`src/rtl/collision_scheduler.sv`:
```
// Shares one combinational pair detector across all sprite pairs, one snapshot pair per cycle.
// Latency: PAIRS+2 cycles from accepted start to the done pulse; never stalls.
// Backpressure: none; start is ignored while busy. SCHED_SKIP_MASSLESS_EN idles the detector on massless pairs.
module collision_scheduler #(
  parameter int SPRITES = 9,
  parameter int WIDTH   = 32
) (
  input  logic                                   clk,
  input  logic                                   rst,
  input  logic                                   start,
  input  logic [SPRITES-1:0][1:0][WIDTH-1:0]     locations,
  input  logic [SPRITES-1:0][6:0]                radii,
  input  logic [SPRITES-1:0][WIDTH/2-1:0]        masses,
  output logic [1:0][WIDTH-1:0]                  det_loc_a,
  output logic [1:0][WIDTH-1:0]                  det_loc_b,
  output logic [6:0]                             det_radius_a,
  output logic [6:0]                             det_radius_b,
  output logic [WIDTH/2-1:0]                     det_mass_a,
  output logic [WIDTH/2-1:0]                     det_mass_b,
  output logic                                   det_valid,
  input  logic                                   det_collision,
  output logic                                   busy,
  output logic                                   done,
  output logic [SPRITES-1:0][SPRITES-1:0]        collision_matrix,
  output logic [$clog2(SPRITES*(SPRITES-1)/2+1)-1:0] hit_count
);
  localparam int PAIRS = SPRITES * (SPRITES - 1) / 2;
  localparam int CW    = $clog2(PAIRS + 1);
  localparam int IW    = $clog2(SPRITES);

  typedef enum logic [1:0] {IDLE, SCAN, DRAIN, DONE} state_t;

  state_t state, state_n;

  logic [SPRITES-1:0][1:0][WIDTH-1:0] snap_loc;
  logic [SPRITES-1:0][6:0]            snap_rad;
  logic [SPRITES-1:0][WIDTH/2-1:0]    snap_mass;

  logic [IW-1:0] cur_i, cur_j;
  logic [IW-1:0] pend_i, pend_j;
  logic          last_pair;
  logic          skip;

  assign last_pair = (cur_i == IW'(SPRITES - 2)) && (cur_j == IW'(SPRITES - 1));

  always_comb begin
`ifdef SCHED_SKIP_MASSLESS_EN
    skip = (snap_mass[cur_i] == '0) || (snap_mass[cur_j] == '0);
`else
    skip = 1'b0;
`endif
  end

  always_comb begin
    state_n = state;
    busy    = 1'b0;
    case (state)
      IDLE:  if (start) state_n = SCAN;
      SCAN: begin
        busy = 1'b1;
        if (last_pair) state_n = DRAIN;
      end
      DRAIN: begin
        busy    = 1'b1;
        state_n = DONE;
      end
      DONE: begin
        busy    = 1'b1;
        state_n = IDLE;
      end
      default: state_n = IDLE;
    endcase
  end

  always_ff @(posedge clk) begin
    if (rst) begin
      state            <= IDLE;
      snap_loc         <= '0;
      snap_rad         <= '0;
      snap_mass        <= '0;
      cur_i            <= '0;
      cur_j            <= '0;
      pend_i           <= '0;
      pend_j           <= '0;
      det_loc_a        <= '0;
      det_loc_b        <= '0;
      det_radius_a     <= '0;
      det_radius_b     <= '0;
      det_mass_a       <= '0;
      det_mass_b       <= '0;
      det_valid        <= 1'b0;
      done             <= 1'b0;
      collision_matrix <= '0;
      hit_count        <= '0;
    end else begin
      state <= state_n;
      done  <= (state == DONE);

      // Result for the pair presented last cycle; the detector answers combinationally.
      if (det_valid) begin
        collision_matrix[pend_i][pend_j] <= det_collision;
        collision_matrix[pend_j][pend_i] <= det_collision;
        hit_count                        <= hit_count + CW'(det_collision);
      end

      case (state)
        IDLE: begin
          if (start) begin
            snap_loc         <= locations;
            snap_rad         <= radii;
            snap_mass        <= masses;
            collision_matrix <= '0;
            hit_count        <= '0;
            cur_i            <= '0;
            cur_j            <= IW'(1);
          end
        end
        SCAN: begin
          pend_i <= cur_i;
          pend_j <= cur_j;
          if (skip) begin
            // Massless pair keeps its slot so scan timing stays fixed; operands hold.
            det_valid                      <= 1'b0;
            collision_matrix[cur_i][cur_j] <= 1'b0;
            collision_matrix[cur_j][cur_i] <= 1'b0;
          end else begin
            det_valid    <= 1'b1;
            det_loc_a    <= snap_loc[cur_i];
            det_loc_b    <= snap_loc[cur_j];
            det_radius_a <= snap_rad[cur_i];
            det_radius_b <= snap_rad[cur_j];
            det_mass_a   <= snap_mass[cur_i];
            det_mass_b   <= snap_mass[cur_j];
          end
          if (cur_j == IW'(SPRITES - 1)) begin
            cur_i <= cur_i + IW'(1);
            cur_j <= cur_i + IW'(2);
          end else begin
            cur_j <= cur_j + IW'(1);
          end
        end
        DRAIN:   det_valid <= 1'b0;
        default: ;
      endcase
    end
  end

endmodule
```
`config.mk`:
```
export PLATFORM = sky130hd
export DESIGN_NAME = collision_scheduler
export DESIGN_NICKNAME = d
export VERILOG_FILES = /design/src/rtl/collision_scheduler.sv
export SDC_FILE = /design/constraint.sdc
export NUM_CORES = 2
export LEC_CHECK = 0
export BUFFER_PORTS_ARGS = -buffer_cell sky130_fd_sc_hd__buf_4
export CAP_MARGIN = 20
export CELL_PAD_IN_SITES_DETAIL_PLACEMENT = 1
export CELL_PAD_IN_SITES_GLOBAL_PLACEMENT = 1
export CORE_AREA = 2 2 410 412
export CTS_BUF_LIST = sky130_fd_sc_hd__clkbuf_2
export DETAILED_ROUTE_END_ITERATION = 6
export DIE_AREA = 0 0 412 414
export HOLD_SLACK_MARGIN = 0.06
export PLACE_DENSITY = 0.64
export SYNTH_ARGS = -nofsm -noshare
export SYNTH_HDL_FRONTEND = slang
export SYNTH_SLANG_ARGS = --single-unit
```
`constraint.sdc`:
```
create_clock -name clk -period 3.2 [get_ports clk]
set_clock_uncertainty 0.1 [all_clocks]
set_input_delay 0.48 -clock clk [delete_from_list [all_inputs] [get_ports clk]]
set_output_delay 0.48 -clock clk [all_outputs]
set_load 0.02 [all_outputs]
```
==> results of run 1 <==
-- metrics by stage --
stage               std cells  utilization
floorplan                5963            -
global placement         8839        0.355
detailed placement       8839        0.355
-- cell families after synthesis --
group,share of synthesized area
adder cells (fa/ha/maj),0.00283
AND/OR/NAND/NOR,0.164
buffers and inverters,0.0463
AO/OA/AOI/OAI,0.184
multiplexers,0.163
XOR/XNOR,0.00126
flip-flops,0.438
==> results.txt, run 1 <==
The number of clock buffers inserted by TritonCTS is 320. By area the synthesized netlist is led by sky130_fd_sc_hd__dfxtp_1 44%, sky130_fd_sc_hd__mux2i_1 16%, sky130_fd_sc_hd__nand2_1 14%. The cell sitting at the root of the clock tree is a sky130_fd_sc_hd__clkbuf_2.

The congestion estimate from routability-driven global placement came to 0.878. The effective utilization at floorplan came out at 0.292. In this run the horizontal extent of the chip is 412 µm. The number of warnings printed during yosys synthesis came out at 0. After clock tree synthesis, the flow added hold-fix buffers numbering 1,877. The first error in the log reads "[ERROR RSZ-0060] Max buffer count reached". After synthesis, the most frequently instantiated cells are 1,803 x sky130_fd_sc_hd__nand2_1, 1,064 x sky130_fd_sc_hd__dfxtp_1, 812 x sky130_fd_sc_hd__a21oi_1. sky130_fd_sc_hd__dfxtp_1 takes more of the synthesized area than any other cell.

Of the post-synthesis cell area, the dominant cell type holds 0.438. Counting every net in the synthesized netlist gives 6,761. The most used flip-flop cell after synthesis is sky130_fd_sc_hd__dfxtp_1.

The number of setup buffers added after CTS is 15. The number of cells produced by synthesis is 5,963. Yosys instantiated no cell more often than sky130_fd_sc_hd__nand2_1. The count of standard-cell rows came out at 150. In this run the vertical extent of the chip is 414 µm. The run ended at 4_1_cts.

The average size of a mapped cell is 8.15 µm². Counting flops and latches in the post-synthesis netlist gives 1,064. The total placed instance area came out at 0.0591 mm². In this run, distinct cell masters in the synthesized netlist total 57. After synthesis the cells add up to 0.0486 mm². The share of the Yosys chip area taken by registers is 0.438. The number of port buffers is 1,050. The total number of clock tree sinks came out at 1,064. Summed over all nets, the half-perimeter wirelength after detailed placement is 177,000 µm.

Of all flip-flops after synthesis, the portion carrying an async set or reset was 0. The post-place setup slack is 0.617 ns. The post-CTS resize count came out at 282. The number of enable flip-flop cells after synthesis came out at 0.

The total I/O pin count is 1,051. The maximum level of the CTS H-tree came out at 5. The flow did not finish. The clock tree buffer depth is 4.
==> run 2: changes to the inputs <==
==> config.mk (replaced) <==
export PLATFORM = sky130hd
export DESIGN_NAME = collision_scheduler
export DESIGN_NICKNAME = d
export VERILOG_FILES = /design/src/rtl/collision_scheduler.sv
export SDC_FILE = /design/constraint.sdc
export NUM_CORES = 2
export LEC_CHECK = 0
export BUFFER_PORTS_ARGS = -buffer_cell sky130_fd_sc_hd__buf_4
export CAP_MARGIN = 20
export CORE_AREA = 2 2 408 410
export DETAILED_ROUTE_END_ITERATION = 6
export DIE_AREA = 0 0 410 412
export PLACE_DENSITY_LB_ADDON = 0.15
export SYNTH_ARGS = -nofsm -noshare
export SYNTH_HDL_FRONTEND = slang
export SYNTH_SLANG_ARGS = --single-unit
==> results.txt, run 2 <==
The standby leakage power came out at 27.0 nW. The synthesized design spends more area on one cell type than any other, namely sky130_fd_sc_hd__dfxtp_1. For this block, the via count after detailed routing is 50,895. Headroom to the max-slew limit came out at 0.317.

The die outline area came out at 0.169 mm². STA classifies the critical path startpoint as a register. The register with the most flip-flops in the layout has 576 of them.

The number of port buffers came out at 1,050. The maximum level of the CTS H-tree is 3. Counting flops and latches in the post-synthesis netlist gives 1,064. The hold path endpoint is snap_loc[286]. The sequential cells in the finished layout cover a total of 0.0213 mm².

The number of enable flip-flop cells after synthesis is 0. Setup violations remaining at the end of the flow were counted as 0. The number of pins exceeding their max-slew limit in the final report came out at 0.

In this run the deepest clock path goes through 3 buffers. The global-route wire length before repair came out at 345,000 µm. Leaving out fill and tap cells, the most frequent cells in the layout are 1,801 x sky130_fd_sc_hd__nand2_1, 1,133 x sky130_fd_sc_hd__buf_4, 1,061 x sky130_fd_sc_hd__dfxtp_1. The insertion delay to the later sink of the worst-skew pair came out at 0.75 ns.

Of the cells placed in the final design, the portion with a size suffix greater than 1 is 0.187. Subtracting the final worst setup slack from the clock period gives 2.73 ns. The worst-case IR drop observed on VDD is 618 µV. The endpoint kind of the worst setup timing path is a register.

The final antenna-violating net count is 0. The TritonCTS clock tree is yes. The most frequently used flop master after synthesis is sky130_fd_sc_hd__dfxtp_1. The mean number of vias per cell came out at 5.18. Setup total negative slack on the finished layout was measured at 0 ns. The aggregate global routing overflow came out at 0. Ranked by total cell area, the synthesized netlist is headed by sky130_fd_sc_hd__dfxtp_1 44%, sky130_fd_sc_hd__mux2i_1 16%, sky130_fd_sc_hd__nand2_1 14%. The layout net count is 8,315. The maximum clock rate is 366 MHz.

The routed wire length came out at 243,000 µm. The number of cells produced by synthesis is 5,963. The worst register-to-register path ends at collision_matrix[19]. After clock tree synthesis, the setup repair step added 0 buffers. In this run the clock root is driven by a sky130_fd_sc_hd__clkbuf_16. The HPWL after detailed placement came out at 167,000 µm. The fraction of synthesis flops using an asynchronous set or reset pin came out at 0. The share of the synthesized area in the top cell type came out at 0.438.

For this run, the number of Yosys warnings is 0. For this design, the slowest cell found on the critical path is sky130_fd_sc_hd__nor2_4. The DRC violation count after routing is 0. After clock tree synthesis, the clock-pin slew on the worst setup and hold paths is 0.06 ns. Compared with the post-synthesis result, the final layout area differs by 45.5%.

The commonest cells after synthesis are 1,803 x sky130_fd_sc_hd__nand2_1, 1,064 x sky130_fd_sc_hd__dfxtp_1, 812 x sky130_fd_sc_hd__a21oi_1. The number of fill cells came out at 16,305. The initial antenna violation count is 39. In this run the number of cells on the critical path is 7. The maximum single-stage delay on the critical path came out at 0.62 ns.

The pin count of the biggest net entering global routing is 180. The data required time of the worst path is 3.78 ns. The critical path is of the reg -> reg type. The sequential area share after synthesis came out at 0.438. The type of the tightest min-delay check is in -> reg. Along the worst hold path, the cell count comes to 3. Leaving out fill and tap cells, the most frequent cell in the layout is sky130_fd_sc_hd__nand2_1. The cell depth of the worst flop-to-flop path is 7.

At the end of routability-driven placement, the weighted congestion stood at 0.900. The count of standard-cell rows is 149. Setup repair after global routing left no endpoint under its margin. The synthesized area came out at 0.0486 mm². The area of the multi-input gates came out at 0.0252 mm².

In this run the critical register-to-register path is launched from state[0]. The critical path startpoint is state[0]. The run finished with clean final reports. The detailed router finished its first iteration with 4,017 violations. Synthesis instantiated 57 different standard cells from the library.

The biggest fanout along the worst timing path is 40. The total I/O pin count is 1,051. The core region area came out at 0.164 mm².

The signal on the critical path passes through inv_1 -> ha_1 -> and2_4 -> nor2_4 -> buf_4 -> nand2_1 -> mux2i_1. Power spread over the standard cell area amounts to 679 mW/mm². Counting the buffers created by CTS gives 121. The most common cell in the synthesized netlist is sky130_fd_sc_hd__nand2_1. The share of the clock period used by the worst path after layout came out at 0.854. The worst hold path startpoint is locations[286].

Before antenna repair, the detailed router went through 5 iterations. The worst-case hold slack came out at 0.0349 ns. The slew at the pin closest to its max-slew limit is 1.02 ns. In the final routed layout, each cell accounts on average for 24.7 µm. The die extent in x came out at 410 µm.

The worst endpoint data arrival time is 3.31 ns. The average instance in the mapped netlist occupies 8.15 µm². Together, buffers and inverters on the worst path number 2. The register with the most flip-flops is snap_loc. The effective utilization at floorplan is 0.296. The number of global-route vias before repair is 50,519. When the netlist entered floorplanning its net count stood at 6,761. Counting every sink on the clock net gives 1,064.

The gate family responsible for the most delay along the worst path is simple AND/OR/NAND/NOR gates. The largest registers in the layout are snap_loc (576), snap_mass (144), collision_matrix (81). For this run, the total global-route usage over all layers was measured as 0.274. Max-cap violations in this run came to 0. The setup check on the worst reg-to-reg path leaves a slack of 0.47 ns. The count of endpoints failing hold in the final timing report is 0. The floorplan die height is 412 µm.
run 2: cell counts after synthesis:
No cell type changed its count.
run 2: per-layer routing:
metal | vias up | wire length (µm) | GRT usage
met5 | - | 147 | 0
met4 | 26 | 10300 | 0.111
met3 | 430 | 13700 | 0.0447
met2 | 1746 | 116000 | 0.465
met1 | 24916 | 102000 | 0.344
li1 | 23777 | - | -
run 2: worst max-delay path by stage:
stage	to
finish	collision_matrix[19]
CTS	collision_matrix[19]
floorplan	cur_j[2]
global placement	collision_matrix[23]
global route	collision_matrix[7]
detailed placement	collision_matrix[19]
run 2: metrics by stage:
stage                     instances  worst slack (ns)  cell area, µm²  utilization  total power [mW]
final                          9823             0.467           70700        0.431              48.0
after CTS                      9807             0.455           70700        0.430              48.2
after global routing           9819             0.301           70700        0.430              50.3
after floorplan                5963             0.868           48600            -              26.7
after detailed placement       8804             0.459           58700        0.358              32.9
after global placement         8804             0.562           58700        0.358              32.7
run 2: what timing repair did:
item,CTS,global route
hold buffers,779,0
hold endpoints to repair,780,0
setup endpoints to repair,0,0
resized for setup,0,0
run 2: power breakdown:
part / internal [mW] / switching, mW / leakage, nW / total (mW)
registers: 15.7 / 2.35 / 8.70 / 18.0
logic: 5.99 / 9.50 / 16.2 / 15.5
clock network: 8.42 / 6.06 / 2.05 / 14.5
run 2: kinds of logic after synthesis:
group | after synthesis | share of synthesized area
buf+inv | 561 | 0.0463
flops | 1064 | 0.438
compound gates | 1533 | 0.184
fa+ha+maj | 11 | 0.00283
simple gates | 2007 | 0.164
xor+xnor | 7 | 0.00126
mux | 780 | 0.163
run 2: worst register-to-register path: stages, from the launching register on:
cell                      delay (ns)
sky130_fd_sc_hd__dfxtp_1        0.43
sky130_fd_sc_hd__inv_1          0.12
sky130_fd_sc_hd__ha_1           0.30
sky130_fd_sc_hd__and2_4         0.29
sky130_fd_sc_hd__nor2_4         0.63
sky130_fd_sc_hd__buf_4          0.52
sky130_fd_sc_hd__nand2_1        0.13
sky130_fd_sc_hd__mux2i_1        0.15
run 2: layout make-up:
| type | count | share of cell area |
|---|---|---|
| clock inverter | 51 | 0.00826 |
| multi-input combinational | 4338 | 0.356 |
| inverter | 37 | 0.00196 |
| sequential | 1064 | 0.301 |
| tap | 2189 | 0.0387 |
| clock buffer | 173 | 0.0502 |
| antenna | 16 | 0.000566 |
| timing repair buffer | 1955 | 0.243 |
Note: power is estimated with default switching activity, not from simulation.
